[src/rtl/butterfly_pkg.sv]
// Shared types for the butterfly datapath: operand width default,
// read-side FSM state encoding and the (a, b) operand pair.
package butterfly_pkg;

  localparam int BF_DATA_WIDTH = 8;

  typedef enum logic [1:0] {
    FETCH_A = 2'd0,
    FETCH_B = 2'd1,
    HOLD    = 2'd2
  } rd_state_t;

  typedef struct packed {
    logic [BF_DATA_WIDTH-1:0] a;
    logic [BF_DATA_WIDTH-1:0] b;
  } operand_pair_t;

endpackage

[src/rtl/fifo_pair_reader.sv]
// Pops words from a first-word-fall-through FIFO and presents consecutive
// words as (a, b) operand pairs on a valid/ready handshake. A pair counter
// tags the last pair of each butterfly frame.
module fifo_pair_reader
  import butterfly_pkg::*;
#(
  parameter int DATA_WIDTH      = BF_DATA_WIDTH,
  parameter int PAIRS_PER_FRAME = 16,
  parameter int CNT_W           = (PAIRS_PER_FRAME > 1) ? $clog2(PAIRS_PER_FRAME) : 1
) (
  input  logic                  clk,
  input  logic                  rst,
  input  logic                  enable,
  input  logic                  fifo_empty,
  input  logic [DATA_WIDTH-1:0] fifo_data,
  output logic                  fifo_re,
  output logic [DATA_WIDTH-1:0] out_a,
  output logic [DATA_WIDTH-1:0] out_b,
  output logic                  out_valid,
  input  logic                  out_ready,
  output logic                  out_last,
  output logic [CNT_W-1:0]      pair_cnt
);

  rd_state_t state_reg;
  logic      pop;
  logic      handshake;
  logic      last_pair;

  // A pair is only ever presented while in HOLD, so the handshake is
  // qualified by state rather than by out_valid.
  assign handshake = (state_reg == HOLD) && out_ready;
  assign last_pair = (pair_cnt == CNT_W'(PAIRS_PER_FRAME - 1));
  assign fifo_re   = pop;

  // Pop strobe: fetch states pop freely; HOLD pops only when the held pair
  // leaves in the same cycle (back-to-back path). Gated by rst so the FIFO
  // never sees a read while both sides are being cleared.
  always_comb begin
    pop = 1'b0;
    if (!rst && enable && !fifo_empty) begin
      case (state_reg)
        FETCH_A: pop = 1'b1;
        FETCH_B: pop = 1'b1;
        HOLD:    pop = out_ready;
        default: pop = 1'b0;
      endcase
    end
  end

  // FSM plus operand registers; a captured a-word is kept across stalls.
  always_ff @(posedge clk or posedge rst) begin
    if (rst) begin
      state_reg <= FETCH_A;
      out_a     <= '0;
      out_b     <= '0;
      out_valid <= 1'b0;
    end else begin
      case (state_reg)
        FETCH_A: begin
          if (pop) begin
            out_a     <= fifo_data;
            state_reg <= FETCH_B;
          end
        end
        FETCH_B: begin
          if (pop) begin
            out_b     <= fifo_data;
            out_valid <= 1'b1;
            state_reg <= HOLD;
          end
        end
        HOLD: begin
          if (out_ready) begin
            out_valid <= 1'b0;
            if (pop) begin
              out_a     <= fifo_data;
              state_reg <= FETCH_B;
            end else begin
              state_reg <= FETCH_A;
            end
          end
        end
        default: begin
          state_reg <= FETCH_A;
          out_valid <= 1'b0;
        end
      endcase
    end
  end

  // Frame pair counter and last flag: the flag is latched with the b-word,
  // the counter advances (and wraps) on each accepted pair.
  always_ff @(posedge clk or posedge rst) begin
    if (rst) begin
      pair_cnt <= '0;
      out_last <= 1'b0;
    end else if ((state_reg == FETCH_B) && pop) begin
      out_last <= last_pair;
    end else if (handshake) begin
      out_last <= 1'b0;
      pair_cnt <= last_pair ? '0 : pair_cnt + CNT_W'(1);
    end
  end

endmodule

[config.mk]
export PLATFORM = sky130hd
export DESIGN_NAME = fifo_pair_reader
export DESIGN_NICKNAME = d
export VERILOG_FILES = /design/src/rtl/butterfly_pkg.sv /design/src/rtl/fifo_pair_reader.sv
export SDC_FILE = /design/constraint.sdc
export NUM_CORES = 1
export LEC_CHECK = 0
export ABC_AREA = 1
export BUFFER_PORTS_ARGS = -buffer_cell sky130_fd_sc_hd__clkbuf_2
export CORE_AREA = 2 2 50 52
export CTS_CLUSTER_DIAMETER = 200
export DETAILED_ROUTE_END_ITERATION = 6
export DIE_AREA = 0 0 52 54
export PLACE_DENSITY_LB_ADDON = 0.3
export SETUP_SLACK_MARGIN = 0.1
export SYNTH_ARGS = -nofsm -noshare
export SYNTH_HDL_FRONTEND = slang
export SYNTH_SLANG_ARGS = --single-unit
[constraint.sdc]
create_clock -name clk -period 1.4 [get_ports clk]
set_clock_uncertainty 0.2 [all_clocks]
set_input_delay 0.28 -clock clk [delete_from_list [all_inputs] [get_ports clk]]
set_output_delay 0.28 -clock clk [all_outputs]
set_load 0.02 [all_outputs]
==> flow_summary.ini <==
[yosys]
yosysTopAreaCell = dfrtp_1
synthCells = 121
async_reset_ff_share_pct = 100
ys_top_cells_by_area = dfrtp_1 58%, nand2_1 23%, nand3_1 3.4%
synth_area_mm2 = 0.00104
synth_seq_area_share_pct = 57.8
synth_nets = 135
synthDistinctLibCells = 18
yosysWarnings = 0
synth.avg_cell_area_um2 = 8.59
synth_top_cell_area_share_pct = 57.8
synth_edf_count = 0
ys_ff_latch = 24
synth-main-ff-cell = dfrtp_1

[floorplan]
initial_core_util_pct = 44.8
pin_count = 36
die_y_um = 54
die_area_mm2 = 0.00281
rows = 18
die_x_um = 52
core_area_mm2 = 0.00232

[sta]
max_freq_mhz = 615
setup_viol = 20
whs_ns = 0.0359
min_period_ns = 1.62
fin_crit_sh_pct = 116
worst_pin_slew_ns = 0.173
setup_ws_ns = -0.225
drv_slew = 0
slew_headroom_pct = 88.4
hold_violations = 0
tns_ns = -2.12
rsz0062_at_grt = yes

[clock_network]
cts_sinks = 24
cts_max_path_buffers = 2
cts_tree = built
ctsRootBufferMaster = clkbuf_4
path_clk_slew_ns = 0.13
htreeDepth = 1
clock_latency_ns = 0.31
cts_buffers = 3

[global_routing]
grt_usage_pct = 23.5
grt-ovfl-total = 0
grt_pass1_vias = 1066
antenna_found_initial = 0
grt_max_degree = 17
grt_pass1_wl_um = 4780

[detailed_routing]
vias = 1133
drt_iter0_markers = 14
post_drt_wl_per_cell_um = 14.3
viasPerCell = 4.95
ant_nets = 0
drc_errors = 0
drtPass1Iterations = 4
wirelength_um = 3280

[placement]
dp_hpwl_um = 1790
place_inst = 193
port_buffers = 35
globalplace.congestion = 0.723

[critical_path]
r2r-start = state_reg[1]$_DFFE_PP0P_
path_max_fanout = 2
worstReg2RegEnd = out_a[6]$_DFFE_PP0P_
r2r_cells = 7
crit_required_ns = 0.92
critPathLaunchType = flip-flop
crit_type = reg -> out
reg2reg_slack_ns = -0.16
arrival_ns = 1.14
end_kind = output pin

[power_and_ir_drop]
leakagePower_uw = 0.00104
irDropWorstVdd_uv = 1300
powerDensity_mw_per_mm2 = 1870
total_power_uw = 3590

[cells_and_area]
drive_gt1_share_pct = 43.7
fillCellCount = 132
stdcell_count = 229
nNetsFinal = 214
top_regs = out_a (8), out_b (8), pair_cnt (4)
final_util_pct = 82.6
area_growth_pct = 84.4
antenna_cells = 0

[job]
maxCapViolations = 0

[min_path]
holdCritPathClass = in -> async

[run_status]
violations = setup timing
outcome = complete, but fails checks
[cell usage after synthesis, types with 2 or more instances]
master	number
nand3_1	7
nand2_1	65
inv_1	5
dfrtp_1	24
nor2_4	2
inv_2	5
nor2_1	2
[per-stage QoR]
step	cell area, um^2	setup slack [ns]
finish	1920	-0.225
global route	1920	-0.293
CTS	1800	-0.233
detailed placement	1320	0.0284
global placement	1320	0.0448
floorplan	1060	0.107
[worst max-delay path: stages (launching register included)]
cell,delay [ns]
dfrtp_1,0.41
inv_2,0.08
nand3_4,0.07
a21oi_4,0.15
buf_8,0.13
[report_power, final]
part | switching (uW) | total [uW] | leakage, uW | internal [uW]
clock network | 191 | 302 | 0.0000150 | 111
registers | 220 | 1190 | 0.000302 | 975
logic | 936 | 2100 | 0.000726 | 1160
[final cells by class]
| class | count | area [um^2] | area share, % |
|---|---|---|---|
| multi-input combinational | 85 | 444 | 23.2 |
| tap | 30 | 37.5 | 1.96 |
| timing repair buffer | 75 | 751 | 39.2 |
| sequential | 24 | 602 | 31.4 |
| clock buffer | 4 | 26.3 | 1.37 |
| inverter | 11 | 56.3 | 2.94 |
[kinds of logic after synthesis]
kind of cell               synth area share (%)
AOI/OAI and AO/OA                          1.68
xor gates and xnor gates                  0.843
adders and majority gates                  1.20
buffers and inverters                      4.69
DFF                                        57.8
and+or+nand+nor                            33.8
[placed cells by master, fill, tap and decap left out, types with 2 or more instances in the layout]
master and count:
nand3_1 5, buf_6 9, inv_4 2, nand2_1 65
inv_2 3, dfrtp_1 23, clkbuf_4 3, buf_4 21
clkbuf_8 21, clkbuf_2 12, nand3_2 2, dlygate4sd3_1 8
inv_1 4, nor2_4 4, buf_8 2
[routing by layer]
layer	vias up	global-route usage, %	wire [um]
li1	524	-	-
met1	564	29.2	1310
met2	39	43.0	1820
met3	6	3.61	109
met4	0	5.26	34
met5	-	0	0
[worst max-delay path by stage]
stage	slack, ns	cells after the start	endpoint	from
2_1_floorplan	0.11	6	pair_cnt[3]$_DFFE_PP0P_	pair_cnt[1]$_DFFE_PP0P_
3_3_place_gp	0.04	5	fifo_re	rst
3_5_place_dp	0.03	5	fifo_re	rst
4_1_cts	-0.23	4	fifo_re	state_reg[0]$_DFFE_PP0P_
5_1_grt	-0.29	4	fifo_re	state_reg[0]$_DFFE_PP0P_
6_report	-0.22	4	fifo_re	state_reg[0]$_DFFE_PP0P_
[timing repair]
item	CTS	global route
setup buffers	17	9
hold buffers	8	1
setup endpoints to repair	42	47
gates cloned	1	0
hold endpoints to repair	36	1
pin swaps	3	4
gates resized for setup	59	17
(Power assumes the default switching activity.)
